### src/rtl/mac_sequencer.sv
// mac_sequencer
// Multi-cycle controller for the shared multiply / multiply-accumulate unit
// used by the R-type MUL and MAC instructions. An accepted request runs a
// fixed-latency unsigned shift-add multiply over DATA_W cycles. MAC then adds
// the product into an internal accumulator. The block holds the pipeline
// stalled until the result is ready.
//
// Ports:
//   clk         system clock, rising edge
//   arst_n      asynchronous active-low reset
//   start       request a MUL/MAC (sampled only in IDLE)
//   mac_select  1 = MAC (accumulate), 0 = plain MUL (sampled with start)
//   operand_a   multiplicand (sampled with start)
//   operand_b   multiplier (sampled with start)
//   acc_clear   synchronous accumulator clear, honoured only in IDLE
//   busy        high while the multiply iterates (RUN)
//   stall       pipeline hold request
//   done        one-cycle pulse, result valid
//   result      MUL: low DATA_W bits of product; MAC: updated accumulator
//   acc_value   current accumulator contents
module mac_sequencer #(
  parameter int DATA_W = 64
) (
  input  logic              clk,
  input  logic              arst_n,
  input  logic              start,
  input  logic              mac_select,
  input  logic [DATA_W-1:0] operand_a,
  input  logic [DATA_W-1:0] operand_b,
  input  logic              acc_clear,
  output logic              busy,
  output logic              stall,
  output logic              done,
  output logic [DATA_W-1:0] result,
  output logic [DATA_W-1:0] acc_value
);

  localparam int CNT_W = $clog2(DATA_W) + 1;
  localparam logic [CNT_W-1:0] LAST_ITER = CNT_W'(DATA_W - 1);

  typedef enum logic [1:0] {
    IDLE = 2'd0,
    RUN  = 2'd1,
    DONE = 2'd2
  } state_t;

  state_t            state;
  logic [CNT_W-1:0]  iter_cnt;
  logic [DATA_W-1:0] multiplicand;
  logic [DATA_W-1:0] multiplier;
  logic [DATA_W-1:0] partial;
  logic [DATA_W-1:0] accumulator;
  logic              mac_latched;
  logic [DATA_W-1:0] partial_next;
  logic [DATA_W-1:0] acc_sum;

  // Partial product after the current iteration. On the last RUN edge this
  // value is the complete product, so the result is loaded from here rather
  // than from the partial register.
  always_comb begin
    partial_next = partial;
    if (multiplier[0]) begin
      partial_next = partial + multiplicand;
    end
    acc_sum = accumulator + partial_next;
  end

  // Single FSM holding the datapath registers. In IDLE an acc_clear is
  // written before the start branch. This makes a same-cycle clear+MAC
  // compute 0+product, because the accumulator is only read at the end of
  // RUN.
  always_ff @(posedge clk or negedge arst_n) begin
    if (!arst_n) begin
      state        <= IDLE;
      iter_cnt     <= '0;
      multiplicand <= '0;
      multiplier   <= '0;
      partial      <= '0;
      accumulator  <= '0;
      mac_latched  <= 1'b0;
      result       <= '0;
    end else begin
      case (state)
        IDLE: begin
          if (acc_clear) begin
            accumulator <= '0;
          end
          if (start) begin
            multiplicand <= operand_a;
            multiplier   <= operand_b;
            mac_latched  <= mac_select;
            partial      <= '0;
            iter_cnt     <= '0;
            state        <= RUN;
          end
        end
        RUN: begin
          partial      <= partial_next;
          multiplicand <= multiplicand << 1;
          multiplier   <= multiplier >> 1;
          iter_cnt     <= iter_cnt + CNT_W'(1);
          // Fixed latency: no early exit even when the multiplier runs out.
          if (iter_cnt == LAST_ITER) begin
            state <= DONE;
            if (mac_latched) begin
              result      <= acc_sum;
              accumulator <= acc_sum;
            end else begin
              result <= partial_next;
            end
          end
        end
        DONE: begin
          // The stalled pipeline still holds start high here. Returning to
          // IDLE unconditionally stops the same instruction being accepted
          // again.
          state <= IDLE;
        end
        default: begin
          state <= IDLE;
        end
      endcase
    end
  end

  assign busy      = (state == RUN);
  assign done      = (state == DONE);
  assign acc_value = accumulator;

  // The stall drops in DONE so the held instruction retires with the result.
  // It is gated by reset so that it reads 0 while arst_n is low.
  assign stall = arst_n && (((state == IDLE) && start) || (state == RUN));

endmodule

### config.mk
export PLATFORM = sky130hd
export DESIGN_NAME = mac_sequencer
export DESIGN_NICKNAME = d
export VERILOG_FILES = /design/src/rtl/mac_sequencer.sv
export SDC_FILE = /design/constraint.sdc
export NUM_CORES = 1
export LEC_CHECK = 0
export ABC_AREA = 0
export CORE_UTILIZATION = 35
export DETAILED_ROUTE_END_ITERATION = 10
export HOLD_SLACK_MARGIN = 0.02
export PLACE_DENSITY_LB_ADDON = 0.08
export SYNTH_ARGS = -nofsm -noshare
export SYNTH_HDL_FRONTEND = slang
export SYNTH_SLANG_ARGS = --single-unit
### constraint.sdc
create_clock -name clk -period 7.1 [get_ports clk]
set_input_delay 1.42 -clock clk [delete_from_list [all_inputs] [get_ports clk]]
set_output_delay 1.42 -clock clk [all_outputs]
set_load 0.01 [all_outputs]
==> summary.md <==
| Metric | Value |
|---|---|
| Avg Inst Size Synth | `8.47 um2` |
| Clock Power Share | `52.3%` |
| Pwr Total | `4.19 mW` |
| Layout Cells excl Fill | `3,633` |
| Final GP Congestion | `0.938` |
| Internal Power | `3.26 mW` |
| Worst min path class | `flop to flop` |
| CTS root buffer | `clkbuf_16` |
| CP most frequent cell | `nor3_1` |
| Die Span Y | `251 um` |
| Number of flops mapped to enable cells by yosys | `0` |
| Drt total wl | `75.8 mm` |
| Crit-path max cell delay | `0.44 ns` |
| Antenna violation net count after detailed routing | `0` |
| Hold Path Depth | `2` |
| Crit path DAT | `6.98 ns` |
| Final net count | `3,036` |
| Setup WS post-layout | `0.559 ns` |
| Total die area | `63,200 um2` |
| Final setup viols | `0` |
| Area growth from synthesis to layout | `21.8%` |
| Power density cells | `158 nW/um2` |
| Routed WL per cell | `20.9 um` |
| Logic pwr share | `2.8%` |
| Yosys synthesis warning count | `0` |
| Initial antenna violation count | `0` |
| Synth area leaders | `dfrtp_1, nand2_1, ha_1` |
| # IOs | `264` |
| Hold Buf Count CTS | `0` |
| Pin count of the biggest net entering global routing | `132` |
| Setup crit start kind | `flop` |
| Tmin final | `6.54 ns` |
| Worst-path fanout max | `7` |
| CP required | `7.54 ns` |
| Post-synth top area share | `37.9%` |
| Cell variety after synth | `96` |
| Fmax | `153 MHz` |
| Psw | `931 uW` |
| CTS tree | `yes` |
| Grt total ovfl | `0` |
| Core Area | `61,600 um2` |
| DP HPWL | `56.0 mm` |
| GRT Resource Usage Total | `23.8%` |
| Slew @ Worst Pin | `1.21 ns` |
| Layout cell share with drive strength beyond 1 | `6.40%` |
| H-tree levels | `2` |
| FILL cells | `6,094` |
| Post-CTS resize count | `0` |
| Final hold viol count | `0` |
| Clock buffer count from CTS | `41` |
| Reg area | `8260 um2` |
| Longest Clk Path Bufs | `3` |
| Seq cells post-synth | `330` |
| R2R depth | `28` |
| Cell family with most CP delay | `compound AO/OA/AOI/OAI gates` |
| Antenna cells | `0` |
| Status | `complete, no violations` |
| CP bufs+invs | `3` |
| Clock Latency Late Sink | `0.58 ns` |
| Multi-input logic area | `12,500 um2` |
| Port-buffer cells | `263` |
| Async S/R FF share, synth | `100%` |
| Via count | `19,700` |
| Horiz. Die Dim | `251 um` |
| RSZ-0062 raised after global routing | `false` |
| Residual DRC count | `0` |
| Worst VDD drop | `0.132 mV` |
| First-pass GRT wire length | `117 mm` |
| Setup WS pre-CTS | `0.220 ns` |
| Number of global-route vias before repair | `19,700` |
| Final critical-path share of the clock period | `92.1%` |
| Final Max Tran Viols | `0` |
| Clk_skew | `0.0372 ns` |
| Sw Ratio | `22.2%` |
| Fin Setup TNS | `0 ns` |
| Top_reg_cell synth | `dfrtp_1` |
| DR vias/cell | `5.42` |
| Reg clk slew, reported paths | `0.06 ns` |
| WS Path Type | `flop to flop` |
| # Post-CTS Setup Buffers | `0` |
| Placed instance count | `3,559` |
| Post-Synthesis Cell Area | `21,800 um2` |
| Lkg Pwr | `12.0 nW` |
| Initial DRT Pass Iterations | `5` |
| Synth Net Count | `2,843` |
| Most common cell in the netlist | `nand2_1` |
| Crit. path cell count | `28` |
| Clk sink count | `330` |
| Initial Utilization | `35.4%` |
| CP max-delay cell | `a2111oi_4` |
| Sequential fraction of design power | `44.9%` |
| CP Capture Type | `flop` |
| Fin Hold WS | `0.478 ns` |
| Synth area leader | `dfrtp_1` |
| Initial DRC count | `1,104` |
| Sequential area share after synthesis | `37.9%` |
| Slew margin rel. | `19.0%` |
| Placement Rows | `91` |
| Syn Inst Count | `2,572` |
| Max Cap Viol | `0` |
| Commonest cells in the netlist | `nand2_1, dfrtp_1, o21ai_0` |
final cells by class:
class	count	share of cell area (%)
multi-input combinational	1994	47.1
inverter	87	1.24
sequential	330	31.1
clock buffer	62	4.66
timing repair buffer	311	11.3
tap	837	3.95
clock inverter	12	0.580
stage by stage:
stage               util (%)  cell area, um2
floorplan                  -           21800
global placement        40.8           25100
detailed placement      40.8           25100
CTS                     43.0           26500
global route            43.1           26500
finish                  43.1           26500
cells by family after synthesis:
family	after synthesis	share of synthesized area, %
and+or+nand+nor	917	18.4
AOI/OAI and AO/OA	772	23.6
DFF	330	37.9
buffers and inverters	248	5.04
adders and majority gates	138	8.00
xor gates and xnor gates	110	4.42
muxes	57	2.71
path summary, 6_finish.rpt:
| check | end | startpoint | slack [ns] |
|---|---|---|---|
| max in group asynchronous | result[54] | arst_n | 4.12 |
| worst max register to register | acc_value[63] | multiplicand[0] | 0.56 |
| min in group asynchronous | multiplier[57] | arst_n | 0.80 |
| worst max-delay path | acc_value[63] | multiplicand[0] | 0.56 |
| worst min register to register | multiplier[4] | multiplier[4] | 0.48 |
| worst min-delay path | multiplier[4] | multiplier[4] | 0.48 |
worst register-to-register path: cells and delay by family, from the launching register on:
kind | cells | cell delay, ns
xor+xnor | 1 | 0.08
fa+ha+maj | 3 | 1.00
flops | 1 | 0.37
mux | 1 | 0.36
simple gates | 9 | 1.76
compound gates | 11 | 2.51
buf+inv | 3 | 0.33
registers in the layout, summed over array words and instances (netlist names):
register	flops
state	2
iter_cnt	7
mac_latched	1
multiplicand	64
partial	64
multiplier	64
acc_value	64
result	64
power groups by stage:
stage / sequential (mW) / clock (mW) / combinational (mW)
detailed placement: 1.92 / 0 / 0.123
floorplan: 1.92 / 0 / 0.000420
global route: 1.88 / 2.33 / 0.131
finish: 1.88 / 2.19 / 0.119
global placement: 1.92 / 0 / 0.123
CTS: 1.88 / 2.26 / 0.123
placed cells by master (no fill, tap or decap), types with 6 or more instances in the layout:
cell / n
nand2_1: 555
dfrtp_1: 328
clkdlybuf4s50_1: 262
o21ai_0: 181
a21oi_1: 167
ha_1: 136
a22oi_1: 126
nand3_1: 107
a21o_1: 97
nor2_1: 91
inv_1: 86
xnor2_1: 62
xor2_1: 48
buf_4: 47
nand4_1: 45
clkbuf_16: 43
mux2i_1: 42
o211ai_1: 31
nor3_1: 26
o21bai_1: 22
a31oi_1: 20
nor2b_1: 19
o21a_1: 19
mux2_2: 15
and3_1: 13
a221o_1: 10
or3_1: 10
clkbuf_1: 10
o31ai_1: 9
clkbuf_8: 9
a211oi_1: 8
nand2b_1: 8
nor4_1: 7
and2_1: 6
routing by layer:
metal	wire [um]	GRT usage (%)
met5	0	0
met4	3310	10.4
met3	2430	2.69
met2	38300	42.6
met1	31700	28.8
Note: power is estimated with default switching activity, not from simulation.
